==> config.mk <==
export PLATFORM = sky130hd
export DESIGN_NAME = hop_add_map
export DESIGN_NICKNAME = d
export VERILOG_FILES = /design/src/rtl/hop_add_map.sv
export SDC_FILE = /design/constraint.sdc
export NUM_CORES = 1
export LEC_CHECK = 0
export CAP_MARGIN = 15
export CORE_MARGIN = 2
export CORE_UTILIZATION = 50
export CTS_CLUSTER_SIZE = 28
export DETAILED_ROUTE_END_ITERATION = 8
export PLACE_DENSITY = 0.79
export SYNTH_ARGS = -nofsm -noshare
export SYNTH_HDL_FRONTEND = slang
export SYNTH_SLANG_ARGS = --single-unit
==> constraint.sdc <==
create_clock -name clk -period 1.59 [get_ports clk]
set_input_delay 0.2385 -clock clk [delete_from_list [all_inputs] [get_ports clk]]
set_output_delay 0.2385 -clock clk [all_outputs]
set_load 0.005 [all_outputs]
==> src/rtl/hop_add_map.sv <==
// -----------------------------------------------------------------------------
// hop_add_map
//   Final stage of the hop-selection kernel. Adds the PERM5 result to the E, F
//   and Y2 operands and reduces the sum mod NUM_CH to a register-bank index.
//   That index is then mapped to an RF channel: the bank holds the even
//   channels first, then the odd ones.
//
//   Pipeline:  S1 = index register,  S2 = output register (channel + index).
//
// Ports
//   clk        : clock, rising edge
//   rst_n      : asynchronous active-low reset
//   flush      : synchronous clear of both pipeline stages
//   in_valid   : upstream operand set valid
//   in_ready   : this block accepts an operand set this cycle
//   perm_in    : PERM5 output (5 bits)
//   e_in       : E operand (7 bits)
//   f_in       : F operand (7 bits; any value legal)
//   y2_in      : Y2 operand (6 bits; any value legal)
//   out_valid  : chan_out / idx_out valid
//   out_ready  : downstream accepts chan_out
//   chan_out   : RF channel number, 0..NUM_CH-1
//   idx_out    : register-bank index that produced chan_out
//   hop_cnt    : count of completed output transfers (wraps)
//
// Handshake: a transfer happens on a rising edge where valid and ready are both
// high. A producer holds valid and data stable until the transfer. in_ready is
// derived from pipeline state and out_ready only; it never depends on in_valid.
// -----------------------------------------------------------------------------
module hop_add_map #(
  parameter int NUM_CH = 79,
  parameter int CNT_W  = 16
) (
  input  logic             clk,
  input  logic             rst_n,
  input  logic             flush,
  input  logic             in_valid,
  output logic             in_ready,
  input  logic [4:0]       perm_in,
  input  logic [6:0]       e_in,
  input  logic [6:0]       f_in,
  input  logic [5:0]       y2_in,
  output logic             out_valid,
  input  logic             out_ready,
  output logic [6:0]       chan_out,
  output logic [6:0]       idx_out,
  output logic [CNT_W-1:0] hop_cnt
);

  localparam logic [8:0] MOD9 = 9'(NUM_CH);
  // Size of the even half of the bank (channels 0, 2, ..., 78 -> 40 entries).
  localparam logic [6:0] HALF = 7'((NUM_CH + 1) / 2);

  // Pipeline state
  logic             s1_valid_q, s1_valid_d;
  logic [6:0]       s1_idx_q,   s1_idx_d;
  logic             s2_valid_q, s2_valid_d;
  logic [6:0]       s2_idx_q,   s2_idx_d;
  logic [6:0]       s2_chan_q,  s2_chan_d;
  logic [CNT_W-1:0] cnt_q,      cnt_d;

  // Flow control
  logic s2_adv;
  logic s1_to_s2;
  logic in_xfer;
  logic out_xfer;

  assign s2_adv   = !s2_valid_q || out_ready;
  assign s1_to_s2 = s1_valid_q && s2_adv;
  assign in_ready = !s1_valid_q || s2_adv;
  assign in_xfer  = in_valid && in_ready;
  assign out_xfer = s2_valid_q && out_ready;

  // Stage 1: 9-bit sum (max 348 < 5*79), reduced by at most four conditional
  // subtractions of the modulus.
  logic [8:0] sum;
  logic [8:0] rem;

  assign sum = {4'b0, perm_in} + {2'b0, e_in} + {2'b0, f_in} + {3'b0, y2_in};

  always_comb begin
    rem = sum;
    for (int k = 0; k < 4; k++) begin
      if (rem >= MOD9) rem = rem - MOD9;
    end
  end

  always_comb begin
    s1_idx_d   = in_xfer ? rem[6:0] : s1_idx_q;
    s1_valid_d = s1_valid_q;
    if (flush)         s1_valid_d = 1'b0;
    else if (in_xfer)  s1_valid_d = 1'b1;
    else if (s1_to_s2) s1_valid_d = 1'b0;
  end

  // Stage 2: bank lookup. Lower half holds even channels, upper half odd ones.
  logic [6:0] chan_map;

  always_comb begin
    if (s1_idx_q < HALF) chan_map = s1_idx_q << 1;
    else                 chan_map = ((s1_idx_q - HALF) << 1) + 7'd1;
  end

  always_comb begin
    s2_idx_d   = s1_to_s2 ? s1_idx_q : s2_idx_q;
    s2_chan_d  = s1_to_s2 ? chan_map : s2_chan_q;
    s2_valid_d = s2_valid_q;
    if (flush)       s2_valid_d = 1'b0;
    else if (s2_adv) s2_valid_d = s1_valid_q;
  end

  // Output-transfer counter; flush does not touch it.
  always_comb begin
    cnt_d = out_xfer ? cnt_q + 1'b1 : cnt_q;
  end

  always_ff @(posedge clk or negedge rst_n) begin
    if (!rst_n) begin
      s1_valid_q <= 1'b0;
      s1_idx_q   <= '0;
      s2_valid_q <= 1'b0;
      s2_idx_q   <= '0;
      s2_chan_q  <= '0;
      cnt_q      <= '0;
    end else begin
      s1_valid_q <= s1_valid_d;
      s1_idx_q   <= s1_idx_d;
      s2_valid_q <= s2_valid_d;
      s2_idx_q   <= s2_idx_d;
      s2_chan_q  <= s2_chan_d;
      cnt_q      <= cnt_d;
    end
  end

  assign out_valid = s2_valid_q;
  assign chan_out  = s2_chan_q;
  assign idx_out   = s2_idx_q;
  assign hop_cnt   = cnt_q;

endmodule

[Word-level counts from Yosys, hierarchy flattened]
Index checks and enable logic that the tools add are counted.
Word-level totals
  bits of input ports: 30
  flip-flop bits (word level): 39
  output and inout bits: 32
  logic and storage cells: 40
Cells by class
  magnitude comparators: 5
  reduce and logical (&&, ||, !) cells: 9
  add/sub/neg operators: 10
  multiplexer cells: 10
Operators by type and width (count)
  $ge 9x7->1 const B: 4
  $mux 9: 3
  $sub 9x7->9 const B: 3
  $add 16x1->16 const B: 1
  $mux 7: 2
  $add 8x7->9: 1
  $add 9x6->9: 1
  $add 5x7->8: 1
  $add 7x1->7 const B: 1
  $lt 7x6->1 const B: 1
  $sub 7x7->7 const B: 1
  $sub 6x6->6 const B: 1
  $mux 1: 5
  $logic_and 1x1->1: 3
  $reduce_bool 3->1: 1
  $logic_not 1->1: 2
  $logic_or 1x1->1: 2
  $reduce_bool 2->1: 1

[Logic depth before layout (Yosys ltp)]
  depth after elaboration: 11
  gate-level depth with buffers: 32

[Least setup slack after synthesis]
OpenSTA, ideal clock, no wires.
  path type: in2reg
  start point: in perm_in[1]
  end point: reg s1_idx_q[1]
  library setup time: 133 ps
  required time: 1457 ps
  data arrival time: 6591 ps
  path buffers: 2
  setup slack: -5133 ps
  stages: 30
  cell sequence: inv_1 fa_1 inv_1 fa_1 ha_1 fa_1 a211oi_2 o21ai_2 a21oi_2 a21o_1 nand2_1 xnor2_1 inv_1 ha_1 buf_2 inv_1 nand3_1 a211o_4 and2_1 buf_2 xnor2_1 inv_1 ha_1 o311a_1 nand4b_1 and4_4 o31ai_4 a31oi_1 o2111a_1 nand3b_1
Between the ends
  word-level cells in the longest chain between the ends: 11
  elaborated cells on any way between the ends: 15
Ends and longest elaborated chain
  start, declared: line 39  | input logic [4:0] perm_in,
  $add 5x7->8 (*): line 79  | assign sum = {4'b0, perm_in} + {2'b0, e_in} + {2'b0, f_in} + {3'b0, y2_in};
  $add 8x7->9 (*): line 79
  $add 9x6->9 (*): line 79
  $sub 9x7->9 / $ge 9x7->1 (equally long branches): line 84  | if (rem >= MOD9) rem = rem - MOD9;
  $mux 9 (*): line 84
  $sub 9x7->9 / $ge 9x7->1 (equally long branches): line 84
  $mux 9 (*): line 84
  $sub 9x7->9 / $ge 9x7->1 (equally long branches): line 84
  $mux 9 (*): line 84
  $ge 9x7->1 / $sub 7x7->7 (equally long branches): line 84
  $mux 7 (*): line 84
  end signal, assigned: line 127  | s1_idx_q <= s1_idx_d;
  end, declared: line 56  | logic [6:0] s1_idx_q, s1_idx_d;
Mark *: on every way between the ends. The rest lies on a longest branch, timed or not.
A chain may end at the register's enable or synchronous reset.

[Worst setup path after layout]
  start point: in e_in[4]
  end point: reg s1_idx_q[0]
Between the ends
  word-level cells in the longest chain between the ends: 11
  elaborated cells on any way between the ends: 15
Ends and longest elaborated chain
  start, declared: line 40  | input logic [6:0] e_in,
  $add 5x7->8 (*): line 79
  $add 8x7->9 (*): line 79
  $add 9x6->9 (*): line 79
  $sub 9x7->9 / $ge 9x7->1 (equally long branches): line 84
  $mux 9 (*): line 84
  $sub 9x7->9 / $ge 9x7->1 (equally long branches): line 84
  $mux 9 (*): line 84
  $sub 9x7->9 / $ge 9x7->1 (equally long branches): line 84
  $mux 9 (*): line 84
  $ge 9x7->1 / $sub 7x7->7 (equally long branches): line 84
  $mux 7 (*): line 84
Marked as above.

==> impl_metrics.ini <==
[status]
status = finished with violations
violations = setup timing

[drt]
finalWirelength_microns = 17300
drt_iter0_markers = 389
drc = 0
wl_per_cell_microns = 22.6
vias = 4954
ant_nets = 0
dr.pass1.iters = 6
via_per_inst = 6.48

[worst_setup_path]
startpoint_type = input pin
required_ps = 1740
crit_path_end_kind = register
cp.arrival_ps = 6380
cp_max_fo = 7
worstSetupPathType = in -> reg
cpPeakStageDelay_ps = 520
crit_slowest_cell = fa_1

[synth]
synth-main-ff-cell = dfrtp_1
synth_area_per_cell_sq_um = 8.64
yosys_warnings = 0
synth_edf_count = 0
netlist.area_leader.share = 0.239
ys_ff_latch = 36
async_reset_ff_frac = 1.00
synthTopCellsByArea = dfrtp_1 (24%), fa_1 (6.4%), ha_1 (5.3%)
netlist_area_sq_um = 3770
yosysUniqueCellTypes = 86
yosysTopAreaCell = dfrtp_1
ys_seq_area_frac = 0.239
synth_fp_nets = 495
syn_inst = 437

[final_layout]
area_delta_synth_final_pct = 66.0
drive_gt1_frac = 0.435
nNetsFinal = 724
fin_cells = 765
n_antenna_cell = 0
fin_util = 0.859
fill_cells = 306
finalInstanceArea_sq_um = 6260

[grt]
grt_pass1_wl_microns = 23500
gr-total-overflow = 0
grt_pass1_vias = 4863
grtUsageTotal = 0.348
grt_max_degree = 37
antenna_found_initial = 0

[floorplan]
die_h_microns = 90.9
dieArea_sq_um = 8260
fp.dieW_microns = 90.9
ios = 62
rows = 31
core-area_sq_um = 7290
start_util = 0.518

[clocking]
clk_latency_ps = 290
root_buffer = clkbuf_8
cts_buffers = 5
clkTransAtPathRegs_ps = 80
cts.sinks = 36
cts.path.max_buffers = 2
cts_tree = built
htreeDepth = 2

[place]
placed_cells = 716
globalplace.congestion = 1.03
io_buffers = 61
dpl_cell_area_sq_um = 5570
dp_slack_ps = -5280
dp_hpwl_microns = 9380

[sta]
setup_slack_ps = -4640
post-route-period-util = 3.92
fin_skew_ps = 8.73
finalMaxSlewViolations = 0
worstMarginPinSlew_ps = 516
fin_crit_ps = 6230
relSlewSlack = 0.647
hold_viol = 0
rsz0062_at_grt = true
fmax_ghz = 0.161
timing.final.setup_violations = 14

[min_path]
hold_class = in -> async

[run]
maxCapViolations = 0
## routing by layer
metal | track usage | wire length [microns] | vias up
li1 | - | - | 2050
met1 | 0.378 | 5840 | 2341
met2 | 0.658 | 8520 | 391
met3 | 0.0376 | 1310 | 172
met4 | 0.182 | 1640 | 0
met5 | 0 | 0 | -
## Yosys cell counts, types with 9 or more instances
library cell  instances
nand2_1              42
inv_1                39
dfrtp_1              36
nor2_1               27
a21oi_1              24
xnor2_1              20
o21ai_0              17
ha_1                 16
fa_1                 12
nand3_1              10
and3_1                9
nor3_1                9
o21a_1                9
## kinds of logic after synthesis
kind of cell	Yosys count	synth area share
xor gates and xnor gates	30	0.0753
adders and majority gates	28	0.117
and+or+nand+nor	146	0.206
DFF	36	0.239
muxes	16	0.0451
buffers and inverters	53	0.0617
AOI/OAI and AO/OA	128	0.257
## state kept, by name (all words and copies together) (netlist names)
signal,cells
hop_cnt,16
idx_out,7
s1_idx_q,7
chan_out,4
out_valid,1
s1_valid_q,1
## through the flow
stage / TNS [ps] / hold slack [ps]
after global routing: -33710 / 424
after detailed placement: -39720 / 473
after floorplan: -31950 / -57.1
after CTS: -29320 / 398
final: -32500 / 383
after global placement: -36240 / 457
## placed cells by master, fill, tap and decap left out, types with 4 or more instances in the layout
cell and count:
clkdlybuf4s50_1 48, dfrtp_1 36, nand2b_1 5, mux2i_1 8, ha_4 4, nor2_1 22
mux2_2 7, nand2_2 4, buf_6 13, a21o_1 4, xnor2_1 16, dlygate4sd2_1 7
inv_2 7, nand2_1 37, fa_1 10, xor2_1 7, nor2_2 7, nand3_1 9
a21oi_1 21, ha_1 11, nand4_1 5, and3_4 7, o21ai_1 5, o21a_1 8
nor3_1 6, a21oi_2 6, buf_4 164, o21ai_0 15, inv_1 30, clkbuf_8 5
## final timing paths
path	slack (ps)	depth (start not counted)	start	endpoint
worst max-delay path	-4640	33	e_in[4]	s1_idx_q[0]
worst min-delay path	380	2	rst_n	hop_cnt[15]
worst max register to register	-220	6	hop_cnt[5]	hop_cnt[14]
worst min register to register	500	2	s1_idx_q[2]	s1_idx_q[2]
max in group asynchronous	890	2	rst_n	chan_out[0]
min in group clk	500	2	s1_idx_q[2]	s1_idx_q[2]
## critical path, delay by kind of cell
kind	cells	cell delay (ps)
xor+xnor	3	560
buf+inv	10	1510
compound gates	10	1790
fa+ha+maj	5	1570
simple gates	4	470
mux	1	230
## area by class of cell
class,count,area [sq um],share of cell area
multi-input combinational,348,3060,0.488
clock inverter,1,5.00,0.000799
timing repair buffer,236,1950,0.311
sequential,36,901,0.144
tap,99,124,0.0198
inverter,39,156,0.0250
clock buffer,6,72.6,0.0116
## what timing repair did
action / CTS / global route
resized for setup: 69 / 29
buffers inserted: 33 / 12
cloned: 0 / 0
endpoints found under the setup margin: 10 / 18
hold buffers: 0 / 0
pin swaps: 54 / 19
hold endpoints to repair: 0 / 0
Power is not shown: default switching activity piles up to over one toggle a cycle in this logic, so the estimate is an artifact.
